===== src/rtl/bayer_frame_source.sv =====
// Synthetic Bayer raw-frame generator.
// Emits framed pixel stream with blanking and test patterns.
module bayer_frame_source #(
  parameter int H_ACTIVE = 1280,
  parameter int V_ACTIVE = 960,
  parameter int H_BLANK  = 16,
  parameter int V_BLANK  = 4
) (
  input  logic        iCLK,
  input  logic        iRST,
  input  logic        iStart,
  input  logic        iStop,
  input  logic [1:0]  iMode,
  output logic [11:0] oDATA,
  output logic        oDVAL,
  output logic [10:0] oX_Cont,
  output logic [10:0] oY_Cont,
  output logic        oFrameDone,
  output logic [15:0] oFrame_Cont,
  output logic        oBusy
);

  localparam int VB_LEN = V_BLANK * (H_ACTIVE + H_BLANK);
  localparam int CW     = $clog2(VB_LEN + 1);

  localparam logic [10:0]   X_LAST  = 11'(H_ACTIVE - 1);
  localparam logic [10:0]   Y_LAST  = 11'(V_ACTIVE - 1);
  localparam logic [CW-1:0] HB_LAST = CW'(H_BLANK - 1);
  localparam logic [CW-1:0] VB_LAST = CW'(VB_LEN - 1);
  localparam logic [CW-1:0] VB_PRE  = CW'(VB_LEN - 2);

  typedef enum logic [1:0] {
    S_IDLE,
    S_ACTIVE,
    S_HBLANK,
    S_VBLANK
  } state_t;

  state_t        state_q, state_d;
  logic [10:0]   x_q, x_d;
  logic [10:0]   y_q, y_d;
  logic [CW-1:0] cnt_q, cnt_d;
  logic [1:0]    mode_q, mode_d;
  logic          stop_q, stop_d;
  logic [11:0]   data_q, data_d;
  logic          dval_q, dval_d;
  logic          done_q, done_d;
  logic [15:0]   fcnt_q, fcnt_d;
  logic          busy_q, busy_d;

  function automatic logic [11:0] pattern(
    input logic [1:0]  m,
    input logic [10:0] x,
    input logic [10:0] y
  );
    logic [11:0] p;
    unique case (m)
      2'd0: begin
        unique case ({y[0], x[0]})
          2'b00:   p = 12'h800;
          2'b01:   p = 12'hF00;
          2'b10:   p = 12'h100;
          default: p = 12'h800;
        endcase
      end
      2'd1:    p = {x, 1'b0};
      2'd2:    p = {y, 1'b0};
      default: p = (x[3] ^ y[3]) ? 12'hFFF : 12'h000;
    endcase
    return p;
  endfunction

  // next-state, counters and registered-output staging
  always_comb begin
    state_d = state_q;
    x_d     = x_q;
    y_d     = y_q;
    cnt_d   = cnt_q;
    mode_d  = mode_q;
    stop_d  = stop_q | iStop;
    done_d  = 1'b0;
    fcnt_d  = fcnt_q;
    unique case (state_q)
      S_IDLE: begin
        if (iStart) begin
          state_d = S_ACTIVE;
          x_d     = 11'd0;
          y_d     = 11'd0;
          mode_d  = iMode;
        end
      end
      S_ACTIVE: begin
        if (x_q == X_LAST) begin
          state_d = S_HBLANK;
          x_d     = 11'd0;
          cnt_d   = '0;
        end else begin
          x_d = x_q + 11'd1;
        end
      end
      S_HBLANK: begin
        if (cnt_q == HB_LAST) begin
          if (y_q != Y_LAST) begin
            state_d = S_ACTIVE;
            y_d     = y_q + 11'd1;
          end else begin
            state_d = S_VBLANK;
            y_d     = 11'd0;
            cnt_d   = '0;
          end
        end else begin
          cnt_d = cnt_q + 1'b1;
        end
      end
      S_VBLANK: begin
        if (cnt_q == VB_LAST) begin
          if (stop_q | iStop) begin
            state_d = S_IDLE;
            stop_d  = 1'b0;
          end else begin
            state_d = S_ACTIVE;
            x_d     = 11'd0;
            y_d     = 11'd0;
            mode_d  = iMode;
          end
        end else begin
          cnt_d = cnt_q + 1'b1;
          if (cnt_q == VB_PRE) begin
            done_d = 1'b1;
            fcnt_d = fcnt_q + 16'd1;
          end
        end
      end
    endcase
    dval_d = (state_d == S_ACTIVE);
    data_d = dval_d ? pattern(mode_d, x_d, y_d) : 12'h000;
    busy_d = (state_d != S_IDLE);
  end

  // state and output registers, synchronous reset
  always_ff @(posedge iCLK) begin
    if (iRST) begin
      state_q <= S_IDLE;
      x_q     <= '0;
      y_q     <= '0;
      cnt_q   <= '0;
      mode_q  <= '0;
      stop_q  <= 1'b0;
      data_q  <= '0;
      dval_q  <= 1'b0;
      done_q  <= 1'b0;
      fcnt_q  <= '0;
      busy_q  <= 1'b0;
    end else begin
      state_q <= state_d;
      x_q     <= x_d;
      y_q     <= y_d;
      cnt_q   <= cnt_d;
      mode_q  <= mode_d;
      stop_q  <= stop_d;
      data_q  <= data_d;
      dval_q  <= dval_d;
      done_q  <= done_d;
      fcnt_q  <= fcnt_d;
      busy_q  <= busy_d;
    end
  end

  assign oDATA       = data_q;
  assign oDVAL       = dval_q;
  assign oX_Cont     = x_q;
  assign oY_Cont     = y_q;
  assign oFrameDone  = done_q;
  assign oFrame_Cont = fcnt_q;
  assign oBusy       = busy_q;

endmodule


===== config.mk =====
export PLATFORM = sky130hd
export DESIGN_NAME = bayer_frame_source
export DESIGN_NICKNAME = d
export VERILOG_FILES = /design/src/rtl/bayer_frame_source.sv
export SDC_FILE = /design/constraint.sdc
export NUM_CORES = 1
export LEC_CHECK = 0
export ABC_AREA = 1
export CAP_MARGIN = 20
export CORE_MARGIN = 5
export CORE_UTILIZATION = 60
export DETAILED_ROUTE_END_ITERATION = 8
export PLACE_DENSITY = 0.86
export SLEW_MARGIN = 25
export SYNTH_ARGS = -nofsm -noshare
export SYNTH_HDL_FRONTEND = slang
export SYNTH_SLANG_ARGS = --single-unit

===== constraint.sdc =====
create_clock -name iCLK -period 4.3 [get_ports iCLK]
set_input_delay 0.43 -clock iCLK [delete_from_list [all_inputs] [get_ports iCLK]]
set_output_delay 0.43 -clock iCLK [all_outputs]
set_load 0.01 [all_outputs]

==> results by group, run 1 <==
Run status
  • Status: finished clean

Place
  • Placed cell areas: 5026 um2
  • Gpl congestion: 0.9562
  • Setup WS pre-CTS: 1.672 ns
  • Post-DP HPWL: around 8500 um
  • PortBufs: 58

Drt
  • Routed len/inst: between 10 and 15 um
  • Pre-antenna DRT Iters: 5
  • Initial DRC Count: roughly 370
  • Routed vias: 4624
  • Detailed Route WL: about 12000 um
  • DR vias/cell: approximately 5.5
  • Routed Antenna Nets: 0
  • Drt drc: 0

Setup path
  • Worst flop-to-flop path endpoint: oDATA[8]
  • R2R Setup Slk: around 1.7 ns
  • Worst path required time: approximately 4.6 ns
  • Crit-path max FO: 13
  • CP endpoint kind: register
  • WP data arrival: a little under 3 ns
  • Critical path class: reg2reg
  • Worst reg2reg path depth: 12
  • R2R Path Start: state_q[0]
  • CP Launch Type: register

Global routing
  • Grt total ovfl: 0
  • Met1 Usage GRT: between 30% and 40%
  • Met2 Resource Use GR: between 40 and 50%
  • GRT Util Overall: about a quarter
  • Vias in the first global route: 4379
  • Initial antenna violation count: 0
  • Largest net degree at the start of global routing: 43
  • Met3 global-route usage: under 10%
  • First-pass GRT wire length: roughly 19000 um
  • Top Usage Layer GRT: met2

Clock tree
  • CTS tree: built
  • CTS root buf: clkbuf_8
  • Postcts setup bufs: 0
  • CTS max path bufs: 2
  • Clock Latency Late Sink: roughly 0.35 ns
  • CTS Buf Count: 9
  • Worst-path clk slew: ~0.08 ns
  • Post-CTS sizing: 0
  • Hold-fix buffers, CTS: 0
  • Clock Sinks: 71
  • Max H-tree Level: 3

Timing
  • Final setup violation count: 0
  • Min Tclk post-route: about 2.6 ns
  • Least-Margin Pin Slew: a little over 0.5 ns
  • Slew headroom: about two thirds
  • F_max: around 380 MHz
  • Final Hold Viols: 0
  • Unrepaired setup endpoints after global routing: no
  • Max-slew violation count: 0
  • Tcrit/Tclk final: about three fifths
  • Clock Skew: 0.01221 ns
  • Worst hold slack: 0.5034 ns
  • Setup ws final: roughly 1.7 ns
  • Setup TNS: 0 ns

Logic synthesis
  • Synth area leader: dfxtp_1
  • Synth cell count leaders: 183 x nand2_1, 90 x nor2_1, 77 x inv_1, 71 x dfxtp_1, 57 x nand3_1
  • Top-area cell type share of the netlist area: about a third
  • Ys Warns: 0
  • Syn nets: a little over 700
  • Most numerous cell in the Yosys netlist: nand2_1
  • Top post-synthesis cells by area: dfxtp_1 32%, nand2_1 16%, nor2_1 7.7%, inv_1 6.6%, nand3_1 6.5%
  • Mapped Cells: roughly 690
  • EDFF count, synth: 0
  • Yosys cell types: 38
  • Synth Flop Type: dfxtp_1
  • FF+latch count, synth: 71
  • Syn_area_per_cell: between 6 and 7 um2
  • Synth Cell Area: 4403 um2
  • Seq/Total Area, Yosys: roughly a third
  • Asr flop ratio synth: 0%

Worst hold path
  • Hold crit path type: reg2reg
  • Worst hold stages: 2
  • Hold Path End: oFrame_Cont[14]
  • Hold Crit Start: oFrame_Cont[14]

Final layout
  • Final net count: 757
  • Multi-input logic area: 2592 um2
  • Synth-to-Final Area Change: 18.61%
  • Fin area: 5223 um2
  • Layout cell share with drive strength beyond 1: 7.785%
  • Register Area: about 1400 um2
  • Fillers: a little over 600
  • Finished Core Util: 72.39%
  • Number of diodes: 0

Die
  • CORE AREA: slightly above 7000 um2
  • Die ar.: approximately 9000 um2
  • Die span in y: approximately 96 um
  • Standard-cell rows: 31
  • Die Wd: about 96 um
  • Starting Density: ~61%
  • I/O pin count: between 50 and 60

Pwr
  • Pwr/cell area: roughly 270 nW/um2
  • Leak: approximately 0.0021 uW
  • Maximum vdd drop: ~0.23 mV

Job
  • Max Cap Viol: 0
cell usage in the layout (no fill, tap or decap), types with 5 or more instances in the layout:
cell,n
nand2_1,183
nor2_1,90
inv_1,77
dfxtp_1,71
clkdlybuf4s50_1,58
nand3_1,57
a21oi_1,46
o21ai_0,21
nor3_1,18
xor2_1,16
nand4_1,15
nand2_2,12
ha_1,11
nor2_2,9
clkbuf_8,9
nor2_4,5
o21bai_1,5
sequential cells by signal, indices dropped and copies added (netlist names):
signal / flops
mode_q: 2
oFrame_Cont: 16
oBusy: 1
oDATA: 12
state_q: 2
cnt_q: 13
oX_Cont: 11
oDVAL: 1
oFrameDone: 1
oY_Cont: 11
stop_q: 1
through the flow:
step	std cells	power [uW]
floorplan	687	826.3
global placement	828	872.7
detailed placement	828	877.7
CTS	844	1410
global route	844	1466
finish	844	1404
worst max-delay path by stage:
stage,endpoint,slack (ns),startpoint,cells past startpoint
after CTS,oDATA[8],1.74,state_q[0],12
after global placement,oDATA[8],1.77,iStop,13
after floorplan,oDATA[8],2.14,cnt_q[1],15
after global routing,oDATA[8],1.48,state_q[0],12
final,oDATA[8],1.69,state_q[0],12
after detailed placement,oDATA[8],1.67,iStop,13
kinds of logic after synthesis:
| family | count (synthesis) | synth area share, % |
|---|---|---|
| AO/OA/AOI/OAI | 82 | 10.23 |
| XOR/XNOR | 19 | 3.779 |
| adder cells (fa/ha/maj) | 11 | 3.126 |
| buffers and inverters | 97 | 8.838 |
| flip-flops | 71 | 32.28 |
| AND/OR/NAND/NOR | 407 | 41.74 |
routing by layer:
layer,wire (um),up-vias
met5,0,-
met4,244,0
met3,651,27
met2,5540,156
met1,5126,2139
li1,-,2302
where the power goes:
group | total (uW) | switching (uW) | internal, uW
logic | 186 | 127 | 59.2
clock network | 537 | 269 | 269
registers | 681 | 10.7 | 670
total | 1400 | 406 | 998
worst max-delay path, stage by stage (launching register included):
cell and delay (ns):
dfxtp_1 0.34, inv_1 0.13, ha_1 0.49, inv_1 0.35
nand3_2 0.32, nand2_1 0.09, nand2_1 0.12, inv_1 0.07
ha_1 0.28, nand3b_1 0.15, nand3_1 0.09, nand2_1 0.06
nand2_1 0.05
layout make-up:
class,instances,area share (%)
clock buffer,9,2.372
clock inverter,7,1.390
inverter,80,5.750
multi-input combinational,519,49.64
sequential,71,27.22
tap,99,2.372
timing repair buffer,59,11.26
(Power assumes the default switching activity.)
==> inputs of run 2 (changes only) <==
--- a/config.mk
+++ b/config.mk
@@ -8,9 +8,9 @@
 export ABC_AREA = 1
 export CAP_MARGIN = 20
 export CORE_MARGIN = 5
-export CORE_UTILIZATION = 60
+export CORE_UTILIZATION = 50
 export DETAILED_ROUTE_END_ITERATION = 8
-export PLACE_DENSITY = 0.86
+export PLACE_DENSITY = 0.77
 export SLEW_MARGIN = 25
 export SYNTH_ARGS = -nofsm -noshare
 export SYNTH_HDL_FRONTEND = slang
==> constraint.sdc (replaced) <==
create_clock -name iCLK -period 2.2 [get_ports iCLK]
set_input_delay 0.22 -clock iCLK [delete_from_list [all_inputs] [get_ports iCLK]]
set_output_delay 0.22 -clock iCLK [all_outputs]
set_load 0.01 [all_outputs]
==> run 2 against run 1 <==
Effect of this change:
- fmax increased by 25%
- final cell count increased by 5.2%
- hold slack got worse by 0.011 ns
- clock power increased by 74%
- core utilization decreased by 7.6 points
- die area increased by 18%
- critical endpoint is now cnt_q[4]
- largest power group unchanged
==> results by group, run 2 (synthesized netlist as in run 1, its figures left out) <==
Drt
  • Routed len/inst: 13.95 um (was 13.70 um)
  • DR vias/cell: 5.349 (was 5.479)
  • Drt drc: 0 (unchanged)
  • Detailed Route WL: 12390 um (was 11560 um)
  • Initial DRC Count: 357 (was 369)
  • Pre-antenna DRT Iters: 5 (unchanged)
  • Routed Antenna Nets: 0 (unchanged)
  • Routed vias: 4750 (was 4624)

Timing
  • Tcrit/Tclk final: 94.57% (was 60.60%)
  • Least-Margin Pin Slew: 0.4810 ns (was 0.5082 ns)
  • Final setup violation count: 0 (unchanged)
  • Final Hold Viols: 0 (unchanged)
  • Slew headroom: 67.94% (was 66.12%)
  • Max-slew violation count: 0 (unchanged)
  • Clock Skew: 0.01047 ns (was 0.01221 ns)
  • Min Tclk post-route: 2.081 ns (was 2.606 ns)
  • F_max: 480.6 MHz (was 383.8 MHz)
  • Worst hold slack: 0.4929 ns (was 0.5034 ns)

Setup path
  • R2R Setup Slk: 0.12 ns (was 1.69 ns)
  • CP endpoint kind: register (unchanged)
  • CP Launch Type: register (unchanged)
  • WP data arrival: 2.33 ns (was 2.90 ns)
  • Worst path required time: 2.45 ns (was 4.59 ns)
  • Crit-path max FO: 7 (was 13)
  • Critical path class: reg2reg (unchanged)

Clock tree
  • CTS max path bufs: 2 (unchanged)
  • CTS Buf Count: 9 (unchanged)
  • Clock Latency Late Sink: 0.35 ns (about the same)
  • CTS tree: built (unchanged)
  • Worst-path clk slew: 0.08 ns (about the same)
  • CTS root buf: clkbuf_8 (unchanged)
  • Clock Sinks: 71 (unchanged)
  • Max H-tree Level: 3 (unchanged)

Global routing
  • First-pass GRT wire length: 20980 um (was 19350 um)
  • Vias in the first global route: 4459 (was 4379)
  • Largest net degree at the start of global routing: 42 (was 43)
  • Initial antenna violation count: 0 (unchanged)
  • GRT Util Overall: 22.76% (was 26.47%)
  • Grt total ovfl: 0 (unchanged)

Final layout
  • Fillers: 807 (was 613)
  • Commonest non-fill, non-tap cell in the layout: nand2_1 (unchanged)
  • Most frequent cells in the layout: 181 x nand2_1, 82 x nor2_1, 74 x inv_1 (was 183 x nand2_1, 90 x nor2_1, 77 x inv_1)
  • Synth-to-Final Area Change: 27.02% (was 18.61%)
  • Max reg flops: 16 (unchanged)
  • Number of diodes: 0 (unchanged)
  • Finished Core Util: 64.76% (was 72.39%)
  • Final net count: 792 (was 757)
  • Finished Layout Cells: 888 (was 844)
  • Layout cell share with drive strength beyond 1: 15.77% (was 7.785%)
  • Fin area: 5593 um2 (was 5223 um2)
  • Multi-input logic area: 2694 um2 (was 2592 um2)
  • Register Area: 1435 um2 (was 1421 um2)

Die
  • Die ar.: 10780 um2 (was 9152 um2)
  • Die span in y: 103.8 um (was 95.67 um)
  • CORE AREA: 8636 um2 (was 7214 um2)
  • Die Wd: 103.8 um (was 95.67 um)
  • Starting Density: 50.99% (was 61.03%)
  • Standard-cell rows: 34 (was 31)
  • I/O pin count: 59 (unchanged)

Place
  • Placed cell areas: 5255 um2 (was 5026 um2)
  • PortBufs: 58 (unchanged)
  • Cell count after placement: 866 (was 828)
  • Post-DP HPWL: 9276 um (was 8542 um)
  • Gpl congestion: 0.9265 (was 0.9562)

Pwr
  • Leak: 0.002270 uW (was 0.002116 uW)
  • Maximum vdd drop: 0.2902 mV (was 0.2251 mV)
  • Pwr/cell area: 484.0 nW/um2 (was 268.9 nW/um2)

Worst hold path
  • Hold crit path type: reg2reg (unchanged)

Job
  • Max Cap Viol: 0 (unchanged)

Run status
  • Status: finished clean (unchanged)
run 2: cell types whose count changed in the layout (fill, tap and decap cells not counted), sizes merged:
cell | previous run | this run
buf | 1 | 36
clkinv | 3 | 4
bufinv | 1 | 0
inv | 81 | 79
clkinvlp | 2 | 4
run 2: worst max-delay path, cell delays in order (launching register included):
cell,delay [ns]
dfxtp_2,0.37
ha_1,0.19
nand2_1,0.09
nor2_4,0.13
nand2_2,0.11
o21ai_2,0.18
inv_1,0.09
a21oi_2,0.13
nand2_2,0.13
buf_4,0.17
o21ai_4,0.21
o21bai_1,0.14
nor2_1,0.05
run 2: metal layers:
layer	routed length (um)	part of all wire, %	vias to the layer above	track usage (%)
met5	0	0	-	0
met4	225	1.8	0	8.418
met3	745	6.0	23	3.856
met2	5895	48	168	37.39
met1	5526	45	2184	29.85
li1	-	-	2375	-
run 2: final timing paths:
path / start / end / cells after the start
max reg2reg: oX_Cont[1] / cnt_q[4] / 12
max: oX_Cont[1] / cnt_q[4] / 12
min reg2reg: oFrame_Cont[14] / oFrame_Cont[14] / 2
min: oFrame_Cont[14] / oFrame_Cont[14] / 2
run 2: repair_timing:
action,in CTS,in global routing
setup buffers,1,5
setup endpoints to repair,4,27
pin swaps,1,7
endpoints found under the hold margin,0,0
hold buffers,0,0
gates resized for setup,1,39
run 2: cell type report:
class,count,area share [%]
repair buffers,94,15.21
flip-flops and latches,71,25.66
well taps,108,2.416
clock buffers,9,2.215
multi-input cells,519,48.17
clock inverters,7,0.8949
inverters,80,5.436
run 2: report_power, final:
group,leakage (uW),switching [uW],internal (uW)
combinational,0.00161,274,163
clock,0.0000812,529,408
sequential,0.000579,20.6,1310
run 2: metrics by stage:
step	total power (uW)	setup slack, ns	setup TNS (ns)
finish	2707	0.1195	0
global route	2840	-0.02622	-0.03419
CTS	2695	0.005638	0
detailed placement	1764	0.01121	0
global placement	1758	0.06284	0
floorplan	1615	0.04438	0
